`src/rtl/ps2_scancode_rx.sv`:
```
// ----------------------------------------------------------------------------
// Module: ps2_scancode_rx
//
// Purpose:
//   Receives PS/2 keyboard frames (start, 8 data bits LSB first, odd parity,
//   stop) and delivers each accepted byte as a held scancode plus a
//   one-cycle flag pulse. Framing and parity are checked, and a watchdog
//   drops a partial frame if ps2_clk stops toggling mid-frame.
//
// Parameters:
//   TIMEOUT_CYC : clk cycles without a ps2_clk falling edge (while a frame
//                 is in progress) before the partial frame is dropped.
//
// Ports:
//   clk       in   system clock
//   reset     in   asynchronous, active-high reset
//   ps2_clk   in   raw PS/2 clock pin (asynchronous)
//   ps2_data  in   raw PS/2 data pin (asynchronous)
//   scancode  out  last accepted byte, held until the next accepted byte
//   flag      out  one-cycle pulse: scancode was updated this cycle
//   err       out  one-cycle pulse: parity error, stop-bit error or timeout
//
// Configuration:
//   PS2_BREAK_FILTER_EN : when defined, break prefixes (F0 plus the byte that
//                         follows it) and extended prefixes (E0) are swallowed
//                         so only make codes reach the downstream decoder.
//                         When undefined, every accepted byte pulses flag.
// ----------------------------------------------------------------------------
module ps2_scancode_rx #(
    parameter int TIMEOUT_CYC = 100000
) (
    input  logic       clk,
    input  logic       reset,
    input  logic       ps2_clk,
    input  logic       ps2_data,
    output logic [7:0] scancode,
    output logic       flag,
    output logic       err
);

    localparam int WD_W = (TIMEOUT_CYC > 1) ? $clog2(TIMEOUT_CYC) : 1;
    localparam logic [WD_W-1:0] WD_LAST = WD_W'(TIMEOUT_CYC - 1);

    typedef enum logic [1:0] {
        IDLE,
        DATA,
        PARITY,
        STOP
    } state_t;

    state_t          state;
    logic            clk_s1;
    logic            clk_s2;
    logic            clk_prev;
    logic            data_s1;
    logic            data_s2;
    logic [7:0]      shift;
    logic [3:0]      bit_cnt;
    logic            parity_bit;
    logic [WD_W-1:0] wdog;
    logic            fall;
    logic            data_bit;
    logic            frame_ok;
`ifdef PS2_BREAK_FILTER_EN
    logic            break_pending;
`endif

    // Both pins are asynchronous to clk, so each passes through a two-stage
    // synchronizer. A third stage on the clock pin holds the previous synced
    // value for falling-edge detection. Everything resets to the idle-high
    // line level so releasing reset never fakes an edge.
    always_ff @(posedge clk or posedge reset) begin
        if (reset) begin
            clk_s1   <= 1'b1;
            clk_s2   <= 1'b1;
            clk_prev <= 1'b1;
            data_s1  <= 1'b1;
            data_s2  <= 1'b1;
        end else begin
            clk_s1   <= ps2_clk;
            clk_s2   <= clk_s1;
            clk_prev <= clk_s2;
            data_s1  <= ps2_data;
            data_s2  <= data_s1;
        end
    end

    // The keyboard changes data while ps2_clk is high, so the data pin is
    // only sampled on a detected falling edge. The stop bit must be 1 and
    // the nine data+parity bits must hold an odd number of ones.
    assign fall     = clk_prev & ~clk_s2;
    assign data_bit = data_s2;
    assign frame_ok = data_bit & (^{shift, parity_bit});

    // Frame receiver FSM with registered outputs. flag and err default low
    // every cycle so each one can only ever be a single-cycle pulse. The
    // watchdog check comes last so a timeout overrides the state update,
    // but it is gated by !fall so an edge arriving in the expiry cycle wins.
    always_ff @(posedge clk or posedge reset) begin
        if (reset) begin
            state      <= IDLE;
            shift      <= 8'h00;
            bit_cnt    <= 4'd0;
            parity_bit <= 1'b0;
            wdog       <= '0;
            scancode   <= 8'h00;
            flag       <= 1'b0;
            err        <= 1'b0;
`ifdef PS2_BREAK_FILTER_EN
            break_pending <= 1'b0;
`endif
        end else begin
            flag <= 1'b0;
            err  <= 1'b0;

            if (fall || state == IDLE) begin
                wdog <= '0;
            end else begin
                wdog <= wdog + 1'b1;
            end

            case (state)
                IDLE: begin
                    if (fall && !data_bit) begin
                        shift   <= 8'h00;
                        bit_cnt <= 4'd0;
                        state   <= DATA;
                    end
                end
                DATA: begin
                    if (fall) begin
                        shift   <= {data_bit, shift[7:1]};
                        bit_cnt <= bit_cnt + 4'd1;
                        if (bit_cnt == 4'd7) begin
                            state <= PARITY;
                        end
                    end
                end
                PARITY: begin
                    if (fall) begin
                        parity_bit <= data_bit;
                        state      <= STOP;
                    end
                end
                STOP: begin
                    if (fall) begin
                        state <= IDLE;
                        if (frame_ok) begin
`ifdef PS2_BREAK_FILTER_EN
                            if (shift == 8'hF0) begin
                                break_pending <= 1'b1;
                            end else if (shift == 8'hE0) begin
                                break_pending <= break_pending;
                            end else if (break_pending) begin
                                break_pending <= 1'b0;
                            end else begin
                                scancode <= shift;
                                flag     <= 1'b1;
                            end
`else
                            scancode <= shift;
                            flag     <= 1'b1;
`endif
                        end else begin
                            err <= 1'b1;
`ifdef PS2_BREAK_FILTER_EN
                            break_pending <= 1'b0;
`endif
                        end
                    end
                end
                default: begin
                    state <= IDLE;
                end
            endcase

            if (state != IDLE && !fall && wdog == WD_LAST) begin
                state   <= IDLE;
                shift   <= 8'h00;
                bit_cnt <= 4'd0;
                wdog    <= '0;
                err     <= 1'b1;
`ifdef PS2_BREAK_FILTER_EN
                break_pending <= 1'b0;
`endif
            end
        end
    end

endmodule
```
`config.mk`:
```
export PLATFORM = sky130hd
export DESIGN_NAME = ps2_scancode_rx
export DESIGN_NICKNAME = d
export VERILOG_FILES = /design/src/rtl/ps2_scancode_rx.sv
export SDC_FILE = /design/constraint.sdc
export NUM_CORES = 1
export LEC_CHECK = 0
export BUFFER_PORTS_ARGS = -buffer_cell sky130_fd_sc_hd__buf_2
export CORE_MARGIN = 1
export CORE_UTILIZATION = 30
export CTS_CLUSTER_DIAMETER = 60
export DETAILED_ROUTE_END_ITERATION = 16
export GPL_TIMING_DRIVEN = 0
export SYNTH_ARGS = -nofsm -noshare
export SYNTH_HDL_FRONTEND = slang
export SYNTH_SLANG_ARGS = --single-unit
```
`constraint.sdc`:
```
create_clock -name clk -period 4.6 [get_ports clk]
set_input_delay 0.92 -clock clk [delete_from_list [all_inputs] [get_ports clk]]
set_output_delay 0.92 -clock clk [all_outputs]
set_load 0.005 [all_outputs]
```
==> reports/metrics.json <==
{
  "outcome": "finished, final reports clean",
  "cts-root-buf": "sky130_fd_sc_hd__clkbuf_8",
  "port_buffers": 13,
  "finalNonFillerCells": 306,
  "commonest_non_fill_non_tap_cell_in_the_layout": "sky130_fd_sc_hd__dfrtp_1",
  "register_area_mm2": 0.00118,
  "grt_max_degree": 38,
  "initialDrtViolationCount": 79,
  "critPathCaptureType": "register",
  "finalCriticalPeriod_ns": 2.36,
  "postSynthRegisterBits": 47,
  "layout.cells.most_common_list": "sky130_fd_sc_hd__dfrtp_1, sky130_fd_sc_hd__nor2_1, sky130_fd_sc_hd__buf_2",
  "hold_path_class": "reg2reg",
  "drt_drc_violations_left": 0,
  "postLayoutCellArea_mm2": 0.00246,
  "drt_pass1_iterations": 4,
  "grt_util_overall_pct": 10.2,
  "worst-setup-path-type": "reg2reg",
  "final.setup.worst_slack_ns": 2.24,
  "netlist_area_before_placement_mm2": 0.00217,
  "slew_headroom_pct": 54.5,
  "hold_viol": 0,
  "cts-resized-gates": 0,
  "synthToLayoutAreaGrowth_pct": 13.3,
  "worst_pin_slew_ns": 0.677,
  "final-setup-viol-count": 0,
  "die-height_um": 87.1,
  "synthesis.nets": 198,
  "vias": 1406,
  "insertedDiodeCount": 0,
  "cts_made_buffers": 5,
  "final_core_utilization_pct": 35.7,
  "h-tree-depth": 2,
  "routedWlPerCell_um": 11.5,
  "peakVddDrop_uv": 155,
  "drv_slew": 0,
  "dp.final_hpwl_um": 2500,
  "worst-r2r-cell-count": 8,
  "layout-drive-gt1-share_pct": 21.9,
  "drt-total-wl_um": 3520,
  "clock_sinks": 47,
  "n_fill_cell": 714,
  "pre_cts_ws_ns": 2.22,
  "grt_pass1_wl_um": 6130,
  "grt_setup_unrepaired": "no",
  "floorplan.core_area_mm2": 0.00691,
  "num_io_pins": 14,
  "yosysUniqueCellTypes": 36,
  "postSynthAreaPerCell_um2": 11.6,
  "rows": 30,
  "layout_net_count": 219,
  "max_cap_viol_count": 0,
  "worst-endpoint-arrival_ns": 2.55,
  "power_per_cell_area_mw_per_mm2": 422,
  "dpl-instance-area_mm2": 0.00238,
  "yosysWarningCount": 0,
  "finalClockSkew_ns": 0.00693,
  "cts-root-to-sink-buffers": 2,
  "die_width_um": 87.1,
  "start_kind": "register",
  "globalplace.congestion": 0.750,
  "initial_utilization_pct": 31.5,
  "postRouteAntennaNets": 0,
  "critical_path.max_fanout": 10,
  "clock_latency_ns": 0.30,
  "global_route_overflow": 0,
  "fmax_mhz": 423,
  "power_leakage_uw": 0.00116,
  "die-area_mm2": 0.00759,
  "synthCells": 188,
  "cts_hold_buffers": 0,
  "whs_path_depth": 0,
  "multi_input_area_um2": 943,
  "sequential_area_share_after_synthesis_pct": 54.4,
  "worst_setup_hold_path_clk_slew_ns": 0.09,
  "required_time_worst_endpoint_ns": 4.79,
  "tritoncts": "yes",
  "post-route-period-util_pct": 51.4,
  "dpl.cell_count": 298,
  "cts_setup_buffers": 0,
  "worst-r2r-setup-slack_ns": 2.24,
  "post_drt_via_cell_ratio": 4.59,
  "initial_antenna_violation_count": 0,
  "grt_pass1_vias": 1369,
  "setup-tns-final_ns": 0
}
-- power by group --
part	total [uW]	internal (uW)	switching, uW
registers	509	464	44.6
clock network	241	106	135
logic	290	145	145
-- cell families (layout without fill, tap and decap cells) --
group	after synthesis	after routing	synth area share (%)
AO/OA/AOI/OAI	24	24	7.60
adder cells (fa/ha/maj)	6	6	3.45
XOR/XNOR	20	20	8.69
multiplexers	11	11	5.87
buffers and inverters	9	31	2.24
flip-flops	47	47	54.4
AND/OR/NAND/NOR	71	71	17.8
-- worst paths after layout --
| kind | from | end |
|---|---|---|
| max | state[0] | bit_cnt[0] |
| min | clk_s1 | clk_s2 |
| max reg2reg | state[0] | bit_cnt[0] |
| min reg2reg | clk_s1 | clk_s2 |
| max in group asynchronous | reset | clk_prev |
| min in group asynchronous | reset | wdog[13] |
-- synthesized netlist by cell type, drive strengths merged --
cell type | n | area share (%)
xnor2 | 10 | 4.0
nor3b | 1 | 0.35
clkbuf | 2 | 0.35
or3 | 2 | 0.58
ha | 6 | 3.5
dfrtp | 42 | 48
a21boi | 1 | 0.35
nand2 | 12 | 2.1
or4 | 1 | 0.52
xnor3 | 1 | 1.0
nand2b | 2 | 0.58
nor2b | 1 | 0.29
a22o | 9 | 3.6
a211o | 1 | 0.40
and4 | 1 | 0.40
xor2 | 9 | 3.6
nand3b | 2 | 0.69
o31ai | 2 | 0.69
nor4b | 1 | 0.69
nor2 | 19 | 3.3
o21ai | 7 | 1.6
and3 | 8 | 2.4
a21oi | 4 | 0.92
nand3 | 9 | 2.1
dfstp | 5 | 6.0
inv | 5 | 0.86
nand4 | 6 | 2.0
buf | 2 | 1.0
and2 | 3 | 0.98
nor3 | 2 | 0.46
mux2 | 11 | 5.9
nand4b | 1 | 0.40
-- routing by layer --
layer  vias up  part of all wire, %  global-route usage (%)  wire, um
met5         -                    0                       0         0
met1       672                   51                    13.2      1780
met4         0                 0.77                    3.13        27
met3         5                  4.0                    2.84       140
li1        702                    -                       -         -
met2        27                   45                    16.7      1570
-- metrics by stage --
step | hold slack (ns) | total power (uW)
3_3_place_gp | 0.348 | 801
4_1_cts | 0.360 | 1060
6_report | 0.359 | 1040
2_1_floorplan | 0.345 | 746
3_5_place_dp | 0.348 | 809
5_1_grt | 0.362 | 1110
-- worst max-delay path, stage by stage (launching register included) --
cell,delay (ns)
sky130_fd_sc_hd__dfrtp_1,0.40
sky130_fd_sc_hd__inv_1,0.10
sky130_fd_sc_hd__ha_1,0.29
sky130_fd_sc_hd__nand2b_1,0.24
sky130_fd_sc_hd__or4_4,0.56
sky130_fd_sc_hd__buf_6,0.15
sky130_fd_sc_hd__and2_4,0.15
sky130_fd_sc_hd__buf_6,0.13
sky130_fd_sc_hd__mux2_4,0.25
-- flip-flops by register name (all words and copies together), names as in the netlist --
register,count
clk_s1,1
scancode,8
flag,1
err,1
clk_prev,1
data_s1,1
wdog,17
state,2
parity_bit,1
shift,8
data_bit,1
clk_s2,1
bit_cnt,4
-- cell type report --
type | instances | area share [%]
plain buffers | 4 | 1.22
well taps | 96 | 4.87
clock inverters | 2 | 0.508
repair buffers | 14 | 3.45
multi-input cells | 132 | 38.3
inverters | 5 | 0.761
flip-flops and latches | 47 | 48.0
clock buffers | 6 | 2.94
No activity file was read; power rests on OpenSTA's default activity.
